### config.mk
export PLATFORM = sky130hd
export DESIGN_NAME = fetch_unit
export DESIGN_NICKNAME = d
export VERILOG_FILES = /design/src/rtl/cpu_pkg.sv /design/src/rtl/fetch_fifo.sv /design/src/rtl/fetch_unit.sv
export SDC_FILE = /design/constraint.sdc
export NUM_CORES = 1
export LEC_CHECK = 0
export CORE_ASPECT_RATIO = 0.9
export CORE_MARGIN = 10
export CORE_UTILIZATION = 45
export CTS_CLUSTER_SIZE = 14
export DETAILED_ROUTE_END_ITERATION = 8
export MAX_ROUTING_LAYER = met4
export PLACE_DENSITY = 0.62
export SYNTH_ARGS = -nofsm -noshare
export SYNTH_HDL_FRONTEND = slang
export SYNTH_SLANG_ARGS = --single-unit
### constraint.sdc
create_clock -name clk -period 7.3 [get_ports clk]
set_clock_uncertainty 0.2 [all_clocks]
set_input_delay 1.095 -clock clk [delete_from_list [all_inputs] [get_ports clk]]
set_output_delay 1.095 -clock clk [all_outputs]
set_load 0.01 [all_outputs]
### src/rtl/cpu_pkg.sv
// Shared types and constants for the instruction-fetch stage.
package cpu_pkg;

    localparam int XLEN = 32;

    // Canonical no-op (addi x0, x0, 0) presented whenever the IF/OF latch is empty.
    localparam logic [XLEN-1:0] NOP_INSTR = 32'h0000_0013;

    // RUN: normal fetching. DRAIN: swallowing responses to wrong-path requests.
    typedef enum logic [0:0] {
        RUN   = 1'b0,
        DRAIN = 1'b1
    } fetch_state_t;

    // Sequential PC step; wraps modulo 2^32 by construction of the 32-bit sum.
    function automatic logic [XLEN-1:0] pc_step(input logic [XLEN-1:0] pc);
        return pc + 32'd4;
    endfunction

endpackage

### src/rtl/fetch_fifo.sv
// Synchronous FIFO used both for the fetch buffer {pc, ir} and for the
// request-PC tag queue. Push and pop in the same cycle are allowed at full
// and at empty boundaries; flush empties it in one cycle.
module fetch_fifo #(
    parameter int WIDTH = 64,
    parameter int DEPTH = 4,
    parameter int CW    = $clog2(DEPTH + 1)
) (
    input  logic             clk,
    input  logic             reset_n,
    input  logic             flush,
    input  logic             push,
    input  logic [WIDTH-1:0] push_data,
    input  logic             pop,
    output logic [WIDTH-1:0] head,
    output logic [CW-1:0]    count
);

    localparam int AW = (DEPTH > 1) ? $clog2(DEPTH) : 1;
    localparam logic [AW-1:0] LAST = AW'(DEPTH - 1);

    logic [WIDTH-1:0] mem_r [DEPTH];
    logic [AW-1:0]    wr_ptr_r;
    logic [AW-1:0]    rd_ptr_r;
    logic [CW-1:0]    count_r;
    logic             do_push_s;
    logic             do_pop_s;

    // Pointer advance with explicit wrap so non-power-of-two depths also work.
    function automatic logic [AW-1:0] ptr_inc(input logic [AW-1:0] p);
        return (p == LAST) ? {AW{1'b0}} : p + 1'b1;
    endfunction

    // Qualify push/pop against the current fill level.
    always_comb begin
        do_pop_s  = pop && (count_r != {CW{1'b0}});
        do_push_s = push && ((count_r != CW'(DEPTH)) || do_pop_s);
    end

    // Storage, pointers and occupancy count.
    always_ff @(posedge clk or negedge reset_n) begin
        if (!reset_n) begin
            for (int i = 0; i < DEPTH; i++) begin
                mem_r[i] <= {WIDTH{1'b0}};
            end
            wr_ptr_r <= {AW{1'b0}};
            rd_ptr_r <= {AW{1'b0}};
            count_r  <= {CW{1'b0}};
        end else if (flush) begin
            wr_ptr_r <= {AW{1'b0}};
            rd_ptr_r <= {AW{1'b0}};
            count_r  <= {CW{1'b0}};
        end else begin
            if (do_push_s) begin
                mem_r[wr_ptr_r] <= push_data;
                wr_ptr_r        <= ptr_inc(wr_ptr_r);
            end else begin
                wr_ptr_r <= wr_ptr_r;
            end
            if (do_pop_s) begin
                rd_ptr_r <= ptr_inc(rd_ptr_r);
            end else begin
                rd_ptr_r <= rd_ptr_r;
            end
            case ({do_push_s, do_pop_s})
                2'b10:   count_r <= count_r + 1'b1;
                2'b01:   count_r <= count_r - 1'b1;
                default: count_r <= count_r;
            endcase
        end
    end

    assign head  = mem_r[rd_ptr_r];
    assign count = count_r;

endmodule

### src/rtl/fetch_unit.sv
// Instruction-fetch stage: owns the PC, issues in-order imem requests, tags
// each request with its PC, buffers returned words and drives the IF/OF latch.
// A taken branch redirects the PC, flushes the buffer and drains the
// responses still in flight for the abandoned path.
module fetch_unit
    import cpu_pkg::*;
#(
    parameter logic [31:0] RESET_PC   = 32'h0000_0000,
    parameter int          FIFO_DEPTH = 4,
    parameter int          MAX_OUTST  = 4
) (
    input  logic        clk,
    input  logic        reset_n,
    input  logic        EX_is_Branch_Taken,
    input  logic [31:0] EX_branchPC,
    input  logic        IF_stall,
    output logic        imem_req_valid,
    output logic [31:0] imem_req_addr,
    input  logic        imem_req_ready,
    input  logic        imem_rsp_valid,
    input  logic [31:0] imem_rsp_data,
    output logic        IF_OF_valid,
    output logic [31:0] IF_OF_PC,
    output logic [31:0] IF_OF_IR
);

    localparam int FCW = $clog2(FIFO_DEPTH + 1);
    localparam int OCW = $clog2(MAX_OUTST + 1);
    localparam int SW  = FCW + 1;

    fetch_state_t   state_r;
    fetch_state_t   state_next_s;
    logic [31:0]    pc_r;
    logic [31:0]    pc_next_s;
    logic [OCW-1:0] drop_r;
    logic [OCW-1:0] drop_next_s;

    // The tag queue holds one entry per request in flight, so its count is
    // the outstanding-request counter.
    logic [OCW-1:0] outst_s;
    logic [31:0]    tag_head_s;
    logic [FCW-1:0] fifo_count_s;
    logic [63:0]    fifo_head_s;
    logic [SW-1:0]  occ_s;

    logic           req_valid_s;
    logic           accept_s;
    logic           rsp_fire_s;
    logic           fifo_push_s;
    logic           fifo_pop_s;

    // Request gating: reserve a buffer slot for every request in flight so
    // the fetch buffer can never overflow.
    always_comb begin
        occ_s       = SW'(fifo_count_s) + SW'(outst_s);
        req_valid_s = reset_n && (state_r == RUN) && !EX_is_Branch_Taken &&
                      (outst_s < OCW'(MAX_OUTST)) && (occ_s < SW'(FIFO_DEPTH));
        accept_s    = req_valid_s && imem_req_ready;
        rsp_fire_s  = imem_rsp_valid && (outst_s != {OCW{1'b0}});
        fifo_push_s = rsp_fire_s && (state_r == RUN) && !EX_is_Branch_Taken;
        fifo_pop_s  = !IF_stall && !EX_is_Branch_Taken && (fifo_count_s != {FCW{1'b0}});
    end

    assign imem_req_valid = req_valid_s;
    assign imem_req_addr  = pc_r;

    fetch_fifo #(
        .WIDTH (32),
        .DEPTH (MAX_OUTST)
    ) u_tag_q (
        .clk       (clk),
        .reset_n   (reset_n),
        .flush     (1'b0),
        .push      (accept_s),
        .push_data (pc_r),
        .pop       (rsp_fire_s),
        .head      (tag_head_s),
        .count     (outst_s)
    );

    fetch_fifo #(
        .WIDTH (64),
        .DEPTH (FIFO_DEPTH)
    ) u_fetch_buf (
        .clk       (clk),
        .reset_n   (reset_n),
        .flush     (EX_is_Branch_Taken),
        .push      (fifo_push_s),
        .push_data ({tag_head_s, imem_rsp_data}),
        .pop       (fifo_pop_s),
        .head      (fifo_head_s),
        .count     (fifo_count_s)
    );

    // Next PC, drain count and fetch state; a redirect overrides everything.
    always_comb begin
        state_next_s = state_r;
        drop_next_s  = drop_r;
        pc_next_s    = pc_r;
        if (EX_is_Branch_Taken) begin
            pc_next_s    = EX_branchPC;
            drop_next_s  = outst_s - OCW'(rsp_fire_s);
            state_next_s = (drop_next_s != {OCW{1'b0}}) ? DRAIN : RUN;
        end else begin
            pc_next_s = accept_s ? pc_step(pc_r) : pc_r;
            case (state_r)
                RUN: begin
                    state_next_s = RUN;
                end
                DRAIN: begin
                    if (rsp_fire_s && (drop_r != {OCW{1'b0}})) begin
                        drop_next_s  = drop_r - OCW'(1'b1);
                        state_next_s = (drop_r == OCW'(1'b1)) ? RUN : DRAIN;
                    end else begin
                        state_next_s = DRAIN;
                    end
                end
                default: begin
                    state_next_s = RUN;
                    drop_next_s  = {OCW{1'b0}};
                end
            endcase
        end
    end

    // State, PC and drain-count registers.
    always_ff @(posedge clk or negedge reset_n) begin
        if (!reset_n) begin
            state_r <= RUN;
            pc_r    <= RESET_PC;
            drop_r  <= {OCW{1'b0}};
        end else begin
            state_r <= state_next_s;
            pc_r    <= pc_next_s;
            drop_r  <= drop_next_s;
        end
    end

    // IF/OF latch: cleared on redirect, held on stall, otherwise loads the buffer head.
    always_ff @(posedge clk or negedge reset_n) begin
        if (!reset_n) begin
            IF_OF_valid <= 1'b0;
            IF_OF_PC    <= 32'h0000_0000;
            IF_OF_IR    <= NOP_INSTR;
        end else if (EX_is_Branch_Taken) begin
            IF_OF_valid <= 1'b0;
            IF_OF_PC    <= IF_OF_PC;
            IF_OF_IR    <= NOP_INSTR;
        end else if (IF_stall) begin
            IF_OF_valid <= IF_OF_valid;
            IF_OF_PC    <= IF_OF_PC;
            IF_OF_IR    <= IF_OF_IR;
        end else if (fifo_count_s != {FCW{1'b0}}) begin
            IF_OF_valid <= 1'b1;
            IF_OF_PC    <= fifo_head_s[63:32];
            IF_OF_IR    <= fifo_head_s[31:0];
        end else begin
            IF_OF_valid <= 1'b0;
            IF_OF_PC    <= IF_OF_PC;
            IF_OF_IR    <= NOP_INSTR;
        end
    end

endmodule
==> impl_metrics.env, run 1 <==
export IMPL_status="finished clean"
export IMPL_nets=1736
export IMPL_period_minus_slack_ns=4.10
export IMPL_yosysTopAreaCell="dfrtp_1"
export IMPL_yosysUniqueCellTypes=51
export IMPL_synthesis_nets=1600
export IMPL_grt_pass1_vias=14000
export IMPL_maxCapViolCount=0
export IMPL_p_leak_nw=12.1
export IMPL_antenna_found_initial=0
export IMPL_area_growth_syn_to_layout_pct=17.2
export IMPL_slew_violations=0
export IMPL_place_gp_congestion=0.733
export IMPL_io_pins=168
export IMPL_cts_resized=0
export IMPL_cts_tree="done"
export IMPL_fmax_ghz=0.244
export IMPL_cp_slowest_stage_delay_ns=0.56
export IMPL_postCtsHoldBufs=0
export IMPL_die_area_mm2=0.0582
export IMPL_synth_edff_count=0
export IMPL_synth_top_cell_area_share=0.563
export IMPL_wirelength_mm=50.4
export IMPL_synthTopCellsByArea="dfrtp_1 56%, mux2_2 19%, mux4_2 9.8%, nand2_1 2.6%, buf_6 1.3%"
export IMPL_crit_cells=4
export IMPL_ys_ff_latch=499
export IMPL_peakVddDrop_v=0.000183
export IMPL_path_buf_inv=2
export IMPL_grt_pass1_wl_mm=81.6
export IMPL_p_per_area_mw_per_mm2=329
export IMPL_viasPerCell=5.60
export IMPL_cts_max_level=2
export IMPL_wl_per_cell_um=21.8
export IMPL_postSynthAreaPerCell_um2=14.6
export IMPL_fin_util=0.536
export IMPL_hp_class="in -> async"
export IMPL_fin_cells=2311
export IMPL_cts_clk_slew_worst_paths_ns=0.06
export IMPL_post_cts_buffers=0
export IMPL_n_antenna_cell=0
export IMPL_path_class="in -> out"
export IMPL_syn_area_mm2=0.0220
export IMPL_cp_required_ns=6.00
export IMPL_yosysSeqAreaShare=0.567
export IMPL_drtIter0Drc=754
export IMPL_grtUsageTotal=0.181
export IMPL_critPathLaunchType="input port"
export IMPL_finalSetupViolations=0
export IMPL_insertion_delay_ns=0.60
export IMPL_numCtsBuffers=53
export IMPL_start_util=0.458
export IMPL_crit_slowest_cell="clkdlybuf4s50_1"
export IMPL_final_common_cell="dfrtp_1"
export IMPL_die_x_um=253
export IMPL_fp_row_count=76
export IMPL_layout_common_cells="493 x dfrtp_1, 380 x mux2_2, 165 x clkdlybuf4s50_1, 151 x nand2_1, 96 x mux4_2"
export IMPL_reg2reg_depth=11
export IMPL_critPathArrivalTime_ns=2.80
export IMPL_syn_inst=1509
export IMPL_critPathTopFamily="buffers and inverters"
export IMPL_vias=12900
export IMPL_cts_sinks=499
export IMPL_drt_pass1_iter_count=4
export IMPL_ys_warnings_count=0
export IMPL_slew_headroom=0.231
export IMPL_remaining_drc_errors=0
export IMPL_tightest_slew_ns=1.15
export IMPL_drive_gt1_frac=0.356
export IMPL_grt_max_degree=173
export IMPL_end_kind="primary output"
export IMPL_portBuffers=167
export IMPL_detail_route_antenna_nets=0
export IMPL_fin_tns_setup_ns=0
export IMPL_dp_cells=2214
export IMPL_rsz0062_at_grt="no"
export IMPL_fp_coreArea_mm2=0.0481
export IMPL_synthFlopType="dfrtp_1"
export IMPL_grt_ovfl_total=0
export IMPL_die_y_um=230
export IMPL_clk_path_buf_depth=3
export IMPL_root_buffer="clkbuf_16"
export IMPL_cp_cell_sequence="buf_8, nor4b_1, and3_1, clkdlybuf4s50_1"
export IMPL_dpl_hpwl_mm=31.5
export IMPL_async_flop_share=1.00
export IMPL_path_max_fanout=75
export IMPL_finalCritPeriodShare=0.561
export IMPL_hold_violations=0
## path summary, 6_finish.rpt
check	from	endpoint	slack [ns]
worst max-delay path	reset_n	imem_req_valid	3.20
worst max register to register	u_fetch_buf.count[1]	u_tag_q.count[2]	3.91
min in group clk	IF_OF_PC[12]	IF_OF_PC[12]	0.28
max in group asynchronous	reset_n	u_tag_q.mem_r[1]	4.56
worst min register to register	IF_OF_PC[12]	IF_OF_PC[12]	0.28
worst min-delay path	reset_n	IF_OF_IR[21]	0.24
## cells by family (layout without fill, tap and decap cells)
group                    after synthesis  count (layout)  share of synthesized area
flip-flops                           499             499                      0.567
XOR/XNOR                              13              13                    0.00517
AND/OR/NAND/NOR                      261             261                     0.0529
adder cells (fa/ha/maj)               21              21                     0.0126
buffers and inverters                120             298                     0.0298
AO/OA/AOI/OAI                        113             113                     0.0373
multiplexers                         482             482                      0.295
## state kept, by name, indices dropped and copies added, names as in the netlist
name and flops:
drop_r 3, u_tag_q.count 3, state_r 1, u_fetch_buf.rd_ptr_r 2
imem_req_addr 32, IF_OF_valid 1, u_fetch_buf.wr_ptr_r 2, u_tag_q.mem_r 128
IF_OF_IR 32, u_fetch_buf.count 3, IF_OF_PC 32, u_fetch_buf.mem_r 256
u_tag_q.rd_ptr_r 2, u_tag_q.wr_ptr_r 2
## cell usage after synthesis (all sizes together) (4+ instances only)
library cell  count
a221o             6
nor2b             5
xnor2             7
or3               4
nor2             27
dfrtp           496
inv              15
nand4            15
nand2           159
mux2            380
xor2              6
a21o              4
o211ai            6
nand2b            8
clkbuf           57
mux4             96
o21ai            33
nor3              6
a31oi             7
nand3            23
mux2i             6
buf              48
a21oi            10
o311ai            6
ha               19
a22o             29
## power breakdown
part	switching (mW)	internal [mW]	leakage (nW)	total [mW]
clock	1.11	1.55	0.861	2.66
sequential	0.415	3.42	6.72	3.83
combinational	0.860	1.13	4.51	1.99
total	2.38	6.10	12.1	8.48
## layer usage
layer | vias up | GRT usage | wire (µm)
li1 | 5776 | - | -
met3 | 68 | 0.0370 | 2190
met5 | - | - | 0
met2 | 243 | 0.278 | 23700
met1 | 6845 | 0.245 | 23500
met4 | 0 | 0.0442 | 1020
## layout make-up
class	count	area, µm²
Clock buffer	83	1610
Clock inverter	14	128
Fill cell	3959	22300
Inverter	15	56.3
Multi-Input combinational cell	890	8910
Sequential cell	499	12500
Tap cell	624	781
Timing Repair Buffer	186	1830
## worst reg2reg max path: cells and delay by family (launching register included)
family                     cells  cell delay [ns]
adders and majority gates      3             1.03
buffers and inverters          3             0.90
DFF                            1             0.48
and+or+nand+nor                3             0.39
xor gates and xnor gates       2             0.31
## per-stage QoR
stage | worst slack, ns | power [mW] | hold WS, ns | area (µm²)
6_report | 3.20 | 8.48 | 0.242 | 25800
5_1_grt | 3.07 | 8.96 | 0.255 | 25800
4_1_cts | 3.16 | 8.59 | 0.244 | 25800
3_5_place_dp | 2.92 | 5.90 | 0.265 | 24100
3_3_place_gp | 2.98 | 5.82 | 0.257 | 24100
2_1_floorplan | 3.84 | 5.13 | 0.245 | 22000
Note: power is estimated with default switching activity, not from simulation.
==> run 2: changes to the inputs <==
PLACE_DENSITY = 0.65   (was 0.62)
clock period = 3.6 ns   (was 7.3 ns; I/O delays follow)
==> run 2 against run 1 <==
Compared with the run above: die area is the same; first-iteration DRC count is 10% lower; final cell count is 0.69% higher; clock-buffer cell count is 1 lower; sequential share of layout area down 0.31 points; worst hold slack better by 0.032 ns; combinational power rose by 100%; routed wire length decreased by 1.8%; register-to-register slack got worse by 3.2 ns; clock power up 99%; critical path type is now reg -> out; largest cell class unchanged; largest power group unchanged.
==> impl_metrics.env, run 2 (same netlist as run 1, synthesis figures left out) <==
export IMPL_area_growth_syn_to_layout_pct=17.9
export IMPL_vias=13100
export IMPL_p_per_area_mw_per_mm2=658
export IMPL_finalCritPeriodShare=0.854
export IMPL_combPwrFrac=0.235
export IMPL_drtIter0Drc=678
export IMPL_r2r_slack_ns=0.73
export IMPL_hold_violations=0
export IMPL_p_switching_mw=4.74
export IMPL_power_frac_seq=0.455
export IMPL_die_y_um=230
export IMPL_p_clk_frac=0.310
export IMPL_critPathArrivalTime_ns=2.33
export IMPL_p_sw_frac=0.277
export IMPL_top_regs="u_fetch_buf.mem_r: 256 flops, u_tag_q.mem_r: 128 flops"
export IMPL_tightest_slew_ns=1.13
export IMPL_cp_slowest_stage_delay_ns=0.54
export IMPL_rsz0062_at_grt="no"
export IMPL_rr_startpoint="u_fetch_buf.count[1]"
export IMPL_nets=1754
export IMPL_wl_per_cell_um=21.3
export IMPL_final_setup_worst_slack_ns=0.526
export IMPL_p_leak_nw=12.2
export IMPL_cp_cell_sequence="ha_1, nor4b_1, and3_1, clkdlybuf4s50_1"
export IMPL_post_cts_buffers=0
export IMPL_detail_route_antenna_nets=0
export IMPL_n_antenna_cell=0
export IMPL_holdPathStages=2
export IMPL_crit_path_end="imem_req_valid"
export IMPL_finalSetupViolations=0
export IMPL_cts_max_level=2
export IMPL_grt_pass1_wl_mm=79.4
export IMPL_fp_row_count=76
export IMPL_cts_sinks=499
export IMPL_portBuffers=167
export IMPL_antenna_found_initial=0
export IMPL_cts_clk_slew_worst_paths_ns=0.06
export IMPL_io_pins=168
export IMPL_numCtsBuffers=52
export IMPL_grt_ovfl_total=0
export IMPL_grt_max_degree=183
export IMPL_hp_class="reg -> reg"
export IMPL_fp_coreArea_mm2=0.0481
export IMPL_cts_tree="done"
export IMPL_start_util=0.458
export IMPL_reg2reg_depth=7
export IMPL_place_gp_congestion=0.773
export IMPL_finalPower_mw=17.1
export IMPL_hold_ws_ns=0.274
export IMPL_path_max_fanout=6
export IMPL_clk_path_buf_depth=3
export IMPL_grtUsageTotal=0.176
export IMPL_slew_violations=0
export IMPL_fmax_ghz=0.325
export IMPL_grt_pass1_vias=13700
export IMPL_cp_startpoint="u_fetch_buf.count[1]"
export IMPL_path_class="reg -> out"
export IMPL_cts_resized=0
export IMPL_worstReg2RegEnd="imem_req_addr[28]"
export IMPL_place_ws_ns=0.520
export IMPL_viasPerCell=5.61
export IMPL_die_x_um=253
export IMPL_top_register="u_fetch_buf.mem_r"
export IMPL_root_buffer="clkbuf_16"
export IMPL_drive_gt1_frac=0.358
export IMPL_status="finished clean"
export IMPL_postCtsHoldBufs=1
export IMPL_end_kind="primary output"
export IMPL_layout_common_cells="493 x dfrtp_1, 380 x mux2_2, 165 x clkdlybuf4s50_1, 155 x nand2_1, 96 x mux4_2"
export IMPL_power_internal_mw=12.3
export IMPL_drt_pass1_iter_count=5
export IMPL_peakVddDrop_v=0.000384
export IMPL_die_area_mm2=0.0582
export IMPL_largest_reg_flops=256
export IMPL_crit_slowest_cell="clkdlybuf4s50_1"
export IMPL_final_common_cell="dfrtp_1"
export IMPL_maxCapViolCount=0
export IMPL_fin_tns_setup_ns=0
export IMPL_cp_required_ns=2.86
export IMPL_dpl_hpwl_mm=31.5
export IMPL_insertion_delay_ns=0.58
export IMPL_wirelength_mm=49.5
export IMPL_remaining_drc_errors=0
export IMPL_period_minus_slack_ns=3.07
export IMPL_critPathLaunchType="register"
export IMPL_slew_headroom=0.244
==> run 2: layout make-up <==
type                    count  area (µm²)
fillers                  3950       22100
flip-flops and latches    499       12500
clock inverters            12         128
clock buffers              82        1550
inverters                  15        56.3
well taps                 624         781
repair buffers            205        2060
multi-input cells         890        8900
==> run 2: stage by stage <==
step	utilization	cells	cell area, µm²
floorplan	-	1509	22000
global placement	0.505	2232	24300
detailed placement	0.505	2232	24300
CTS	0.540	2327	26000
global route	0.540	2327	26000
finish	0.540	2327	26000
==> run 2: layer usage <==
layer	part of all wire	GRT usage	vias to the layer above
li1	-	-	5810
met1	0.47	0.240	6930
met2	0.48	0.274	259
met3	0.039	0.0275	57
met4	0.014	0.0397	0
met5	0	-	-
==> run 2: worst max-delay path, delay by kind of cell (launching register included) <==
family | cells | cell delay, ns
buffers and inverters | 1 | 0.54
AND/OR/NAND/NOR | 2 | 0.51
flip-flops | 1 | 0.48
adder cells (fa/ha/maj) | 1 | 0.22
==> run 2: worst min path at each step <==
| stage | end | from |
|---|---|---|
| global route | IF_OF_PC[23] | IF_OF_PC[23] |
| global placement | u_tag_q.mem_r[125] | u_tag_q.mem_r[125] |
| finish | IF_OF_PC[17] | IF_OF_PC[17] |
| detailed placement | IF_OF_PC[16] | IF_OF_PC[16] |
| floorplan | IF_OF_IR[10] | reset_n |
| CTS | IF_OF_PC[11] | IF_OF_PC[11] |
==> run 2: power groups by stage <==
stage	Combinational [mW]	Sequential (mW)	Clock, mW
floorplan	2.79	7.61	0
global placement	3.98	7.79	0
detailed placement	4.08	7.87	0
CTS	4.09	7.78	5.44
global route	4.40	7.94	5.67
finish	4.01	7.78	5.29
